$ cat src/rtl/cpu_pkg.sv
// Shared definitions for the instruction-fetch path: state encoding,
// reset PC, sequential increment and instruction width.
package cpu_pkg;

  localparam int unsigned INSTR_W  = 32;
  localparam logic [31:0] PC_RESET = 32'h0000_0000;
  localparam logic [31:0] PC_INC   = 32'd4;

  typedef enum logic [1:0] {
    IDLE  = 2'd0,
    FETCH = 2'd1,
    READY = 2'd2
  } if_state_e;

endpackage

$ cat src/rtl/pc_incrementer.sv
// Combinational next-PC: PC+4, optionally plus a word offset.
// All arithmetic wraps modulo 2^32.
module pc_incrementer
  import cpu_pkg::*;
(
  input  logic [31:0] PC,
  input  logic        PC_sel,
  input  logic [31:0] PC_Immed,
  output logic [31:0] next_pc
);

  logic [31:0] seq_pc;
  logic [31:0] offset;
  logic [31:0] sum;

  // Shifting inside a 32-bit expression drops PC_Immed[31:30]; the mask keeps the PC word aligned.
  always_comb begin
    seq_pc  = PC + PC_INC;
    offset  = PC_Immed << 2;
    sum     = PC_sel ? (seq_pc + offset) : seq_pc;
    next_pc = sum & 32'hFFFF_FFFC;
  end

endmodule

$ cat src/rtl/if_stage.sv
// Instruction-fetch stage: requests a word at PC, latches it into Instr,
// then holds it until the control unit accepts it and the PC advances.
module if_stage
  import cpu_pkg::*;
(
  input  logic               Clk,
  input  logic               Reset,
  input  logic               PC_sel,
  input  logic [31:0]        PC_Immed,
  input  logic               PC_LdEn,
  output logic               Mem_req,
  output logic [31:0]        Mem_addr,
  input  logic               Mem_ack,
  input  logic [INSTR_W-1:0] Mem_data,
  output logic [INSTR_W-1:0] Instr,
  output logic               Instr_valid,
  output logic [31:0]        PC
);

  if_state_e          state_q, state_d;
  logic [31:0]        pc_q, pc_d;
  logic [INSTR_W-1:0] instr_q, instr_d;
  logic               valid_q, valid_d;
  logic               mem_req_q, mem_req_d;
  logic [31:0]        next_pc;

  pc_incrementer u_pc_inc (
    .PC       (pc_q),
    .PC_sel   (PC_sel),
    .PC_Immed (PC_Immed),
    .next_pc  (next_pc)
  );

  always_ff @(posedge Clk or posedge Reset) begin
    if (Reset) begin
      state_q   <= IDLE;
      pc_q      <= PC_RESET;
      instr_q   <= '0;
      valid_q   <= 1'b0;
      mem_req_q <= 1'b0;
    end else begin
      state_q   <= state_d;
      pc_q      <= pc_d;
      instr_q   <= instr_d;
      valid_q   <= valid_d;
      mem_req_q <= mem_req_d;
    end
  end

  // Mem_ack only matters in FETCH and PC_LdEn only in READY; elsewhere they fall through to hold.
  always_comb begin
    state_d   = state_q;
    pc_d      = pc_q;
    instr_d   = instr_q;
    valid_d   = valid_q;
    mem_req_d = mem_req_q;
    case (state_q)
      IDLE: begin
        state_d   = FETCH;
        mem_req_d = 1'b1;
        valid_d   = 1'b0;
      end
      FETCH: begin
        mem_req_d = 1'b1;
        valid_d   = 1'b0;
        if (Mem_ack) begin
          instr_d   = Mem_data;
          mem_req_d = 1'b0;
          valid_d   = 1'b1;
          state_d   = READY;
        end
      end
      READY: begin
        mem_req_d = 1'b0;
        if (PC_LdEn) begin
          pc_d      = next_pc;
          valid_d   = 1'b0;
          mem_req_d = 1'b1;
          state_d   = FETCH;
        end
      end
      default: begin
        state_d   = IDLE;
        mem_req_d = 1'b0;
        valid_d   = 1'b0;
      end
    endcase
  end

  assign Mem_req     = mem_req_q;
  assign Mem_addr    = pc_q;
  assign PC          = pc_q;
  assign Instr       = instr_q;
  assign Instr_valid = valid_q;

endmodule

$ cat config.mk
export PLATFORM = sky130hd
export DESIGN_NAME = if_stage
export DESIGN_NICKNAME = d
export VERILOG_FILES = /design/src/rtl/cpu_pkg.sv /design/src/rtl/pc_incrementer.sv /design/src/rtl/if_stage.sv
export SDC_FILE = /design/constraint.sdc
export NUM_CORES = 1
export LEC_CHECK = 0
export ABC_CLOCK_PERIOD_IN_PS = 5400
export CAP_MARGIN = 20
export CORE_MARGIN = 3
export CORE_UTILIZATION = 36
export CTS_CLUSTER_DIAMETER = 80
export CTS_CLUSTER_SIZE = 40
export DETAILED_ROUTE_END_ITERATION = 10
export SYNTH_ARGS = -nofsm -noshare
export SYNTH_HDL_FRONTEND = slang
export SYNTH_SLANG_ARGS = --single-unit
$ cat constraint.sdc
create_clock -name Clk -period 5.4 [get_ports Clk]
set_clock_uncertainty 0.1 [all_clocks]
set_input_delay 1.08 -clock Clk [delete_from_list [all_inputs] [get_ports Clk]]
set_output_delay 1.08 -clock Clk [all_outputs]
set_load 0.005 [all_outputs]
# == Word level (Yosys, flattened, before mapping) ==
# Cells that the tools add are included.
# W data, S select, Z words.
# totals
regBits,66
in_bits,69
out_inout_bits,98
# classes
reduce_logical,4
addsub,2
mux,10
n_eq_ne,4
# op_table
op,n
$add A32 B3 Y32 const B,1
$add A32 B32 Y32,1
$mux W32,1
$pmux W2 S3,1
$reduce_and A2 Y1,3
$mux W1,4
$mux W2,2
$ne A2 B2 Y1 const B,2
$pmux W1 S3,1
$eq A2 B1 Y1 const B,1
$eq A2 B2 Y1 const B,1
$logic_not A2 Y1,1
$pmux W1 S2,1

# == Depth between registers and ports, before layout ==
# depth
depth_word,3
depth_mapped,18
mapped_depth_nobuf,17

# == Modules after synthesis ==
# Synthesis repeated with hierarchy kept, for this count alone.
# hier_totals
hier_cells,589
hier_area_um2,5698.0
# modules_own_cells
module,instances,area_each_um2,cells_each,seq_area_each_um2
if_stage,1,2931.6,180,1701.6
pc_incrementer,1,2766.4,409,0.0

# == Worst setup path before layout ==
# Ideal clock, no wire load.
# synth_timing
path_kind,reg-to-reg
from,register pc_q[4] (netlist: Mem_addr[4])
to,register pc_q[31] (netlist: Mem_addr[31])
path_stages_with_launch,19
slack_ps,1587
t_required_ps,5176
setup_ps,124
t_arrival_ps,3589
n_path_buf,1
cell_sequence,dfrtp_1 > and3_1 > and4_4 > nand2_1 > nor2_2 > nand3_1 > nor4_1 > xor2_1 > ha_1 > clkbuf_1 > nor3_1 > nor2_1 > o41ai_1 > o21ai_0 > a41oi_1 > a21oi_1 > or4_1 > nand3_1 > o21ai_1
# synth_via
elab_chain_cells,3
# synth_lines
item,line_no,text
start: declaration,if_stage.sv:21,"logic [31:0] pc_q, pc_d;"
start signal: assignment,if_stage.sv:43,pc_q <= pc_d;
$add A32 B3 Y32 *,pc_incrementer.sv:18,seq_pc = PC + PC_INC;
$add A32 B32 Y32,pc_incrementer.sv:20,sum = PC_sel ? (seq_pc + offset) : seq_pc;
$mux W32 *,pc_incrementer.sv:20,
# Every way passes the cells marked *; elsewhere a longest branch is shown, timed or not.
# A chain may end at the register's enable or synchronous reset.

# == Worst setup path in the final report ==
# Same ends and word-level chain as after synthesis.

==> impl_metrics.ini <==
[outcome]
status = finished clean

[yosys]
synth-edff-count = 0
yosysSeqAreaShare = 0.3099
netlist_area_um2 = 5330
ys_types = 68
ys_warn_count = 0
netlist.area_leader.share = 0.3099
synth_cells = 603
yosys_most_used_dff = dfrtp_1
synthTopCellsByArea = dfrtp_1 (31%), ha_1 (8.7%), mux2_2 (6.8%)
ys_ff_latch = 66
yosys.area.top_type = dfrtp_1
syn_area_per_cell_um2 = 8.839
synth-async-reset-ratio = 1.000

[floorplan]
initial_utilization = 0.3753
die-area_um2 = 16300
rows = 43
coreArea_um2 = 14200
die_w_um = 127.7
io_pins = 167
die_h_um = 127.7

[place]
dp_hpwl_um = 11940
port_buffers = 160
gp_congestion = 0.8879

[final_layout]
finish.utilization = 0.5008
num_antenna_cells = 0
areaGrowthSynthToFinish_pct = 33.45
fin_nets = 826
layout-drive-gt1-share = 0.1024
fillCellCount = 1363
multi_input_area_um2 = 3294
register_area_um2 = 1652

[detailed_routing]
routedWlPerCell_um = 17.42
vias_per_cell = 5.466
dr.first_iter.drc_count = 288
ant_nets = 0
first_pass_iters = 5
vias = 4936
drc = 0
routed_wl_um = 15730

[pwr]
finalPower_mw = 4.038
ir_drop_mv = 0.2914
power_frac_comb = 0.600
p_int_mw = 2.427
switching_share = 0.3990
p_leak_nw = 3.016
cellPowerDensity_nw_per_um2 = 567.7
clkPwrFrac = 0.140
netSwitchingPower_mw = 1.611
pwr-share-seq = 0.260

[timing]
rsz0062_at_grt = no
tightest_slew_ps = 974.6
fmaxAchievable_mhz = 221.4
min_period_ps = 4516
drv_slew = 0
hold_viol_final = 0
fin_tns_setup_ps = 0
post-route-period-util = 0.8363
finalSetupViolCount = 0
relSlewSlack = 0.3496

[worst_setup_path]
crit_required_ps = 5510
critPathArrivalTime_ps = 4620
rr_worst_depth = 17
critPathCaptureType = register
start_kind = register
path_max_fanout = 8
critical_path_class = register to register

[hold_path]
worstHoldPathCells = 1
hold_path.class = register to register

[clocking]
cts_setup_buffers = 0
cts_max_level = 3
cts_tree = yes
cts_resized = 0
cts-root-buf = clkbuf_16
cts_buffers = 9
postCtsHoldBufs = 0
clock_latency_ps = 330
clkTransAtPathRegs_ps = 60
ctsLongestPathBuffers = 2
cts_sinks = 66

[global_route]
antenna_found_initial = 0
grt_pass1_wl_um = 25090
grt_pass1_vias = 4943
grtUsageTotal = 0.1901
grt_overflow = 0
grt_max_degree = 63

[run]
drv_cap = 0
power groups by stage:
stage / registers, mW / logic [mW] / clock network, mW
floorplan: 0.999 / 1.50 / 0
global placement: 1.04 / 2.40 / 0
detailed placement: 1.05 / 2.42 / 0
CTS: 1.05 / 2.44 / 0.579
global route: 1.09 / 2.66 / 0.599
finish: 1.05 / 2.42 / 0.566
worst max-delay path: stages, from the launching register on:
cell	delay [ps]
dfrtp_1	480
and3_1	250
and4_4	280
nand2_1	140
nor2_2	250
nand3_1	210
nor4_1	420
xor2_1	280
ha_1	380
nor3_1	210
nor2_1	70
o41ai_1	60
o21ai_0	200
a41oi_1	230
a21oi_1	130
or4_1	530
nand3_1	120
o21ai_1	70
cell type report:
| cell class | instances | share of cell area |
|---|---|---|
| Sequential cell | 66 | 0.2322 |
| Timing Repair Buffer | 163 | 0.2276 |
| Tap cell | 180 | 0.03166 |
| Clock buffer | 10 | 0.03219 |
| Inverter | 10 | 0.005277 |
| Clock inverter | 5 | 0.007916 |
| Multi-Input combinational cell | 469 | 0.4631 |
stage by stage:
step	instances	cell area [um^2]	hold WS [ps]	setup WS, ps
floorplan	606	5341	351.5	1587
global placement	888	6828	361.6	1065
detailed placement	888	6828	393.6	959.1
CTS	903	7113	405.7	932.2
global route	903	7113	414.7	568.1
finish	903	7113	401.7	884.0
state kept, by name (all words and copies together) (netlist names):
name	count
Instr	32
Mem_addr	30
state_q	2
Instr_valid	1
Mem_req	1
routing by layer:
| layer | vias up | part of all wire | global-route usage |
|---|---|---|---|
| li1 | 2389 | - | - |
| met1 | 2376 | 0.44 | 0.2408 |
| met2 | 147 | 0.50 | 0.3258 |
| met3 | 24 | 0.042 | 0.03875 |
| met4 | 0 | 0.024 | 0.06055 |
| met5 | - | 0 | 0 |
cells in the mapped netlist, types with 4 or more instances:
cell,count
ha_1,37
buf_4,34
inv_1,10
mux2_2,32
a22oi_1,11
and3_1,13
a31oi_1,7
nor2_1,39
a21o_1,14
o21bai_1,6
nand4_1,8
xnor2_1,23
nor3_1,15
dfrtp_1,66
xor2_1,25
o21ai_1,7
nand2b_1,4
nand3_1,18
mux2i_1,4
a21oi_1,44
o21ai_0,43
nand2_1,48
clkbuf_1,23
a211o_1,4
cells in the final DEF (no fill, tap or decap), types with 4 or more instances in the layout:
| cell | instances |
|---|---|
| o21bai_1 | 6 |
| nand3_1 | 18 |
| clkdlybuf4s50_1 | 159 |
| ha_1 | 37 |
| xnor2_1 | 23 |
| o21ai_1 | 7 |
| a21oi_1 | 44 |
| inv_1 | 9 |
| a21o_1 | 14 |
| nor3_1 | 15 |
| o21ai_0 | 43 |
| and3_1 | 13 |
| nor2_1 | 38 |
| nand2_1 | 48 |
| nand2b_1 | 4 |
| nand4_1 | 8 |
| a31oi_1 | 7 |
| dfrtp_1 | 66 |
| mux2i_1 | 4 |
| clkbuf_16 | 9 |
| conb_1 | 4 |
| xor2_1 | 25 |
| a211o_1 | 4 |
| mux2_2 | 32 |
| a22oi_1 | 11 |
path summary, 6_finish.rpt:
check,from,endpoint,slack [ps]
setup reg to reg,Mem_addr[4]$_DFFE_PP0P_,Mem_addr[31]$_DFFE_PP0P_,880
max in group asynchronous,Reset,Instr[31]$_DFFE_PP0P_,3160
setup / recovery,Mem_addr[4]$_DFFE_PP0P_,Mem_addr[31]$_DFFE_PP0P_,880
hold / removal,Instr[24]$_DFFE_PP0P_,Instr[24]$_DFFE_PP0P_,400
hold reg to reg,Instr[24]$_DFFE_PP0P_,Instr[24]$_DFFE_PP0P_,400
min in group asynchronous,Reset,Instr[25]$_DFFE_PP0P_,1090
logic make-up after synthesis:
| kind of cell | after synthesis | synth area share |
|---|---|---|
| compound gates | 171 | 0.2068 |
| xor+xnor | 48 | 0.07887 |
| fa+ha+maj | 38 | 0.09061 |
| buf+inv | 71 | 0.07465 |
| flops | 66 | 0.3099 |
| mux | 36 | 0.07512 |
| other cells | 1 | 0.0007035 |
| simple gates | 172 | 0.1634 |
Power figures use the tool's default switching activity.
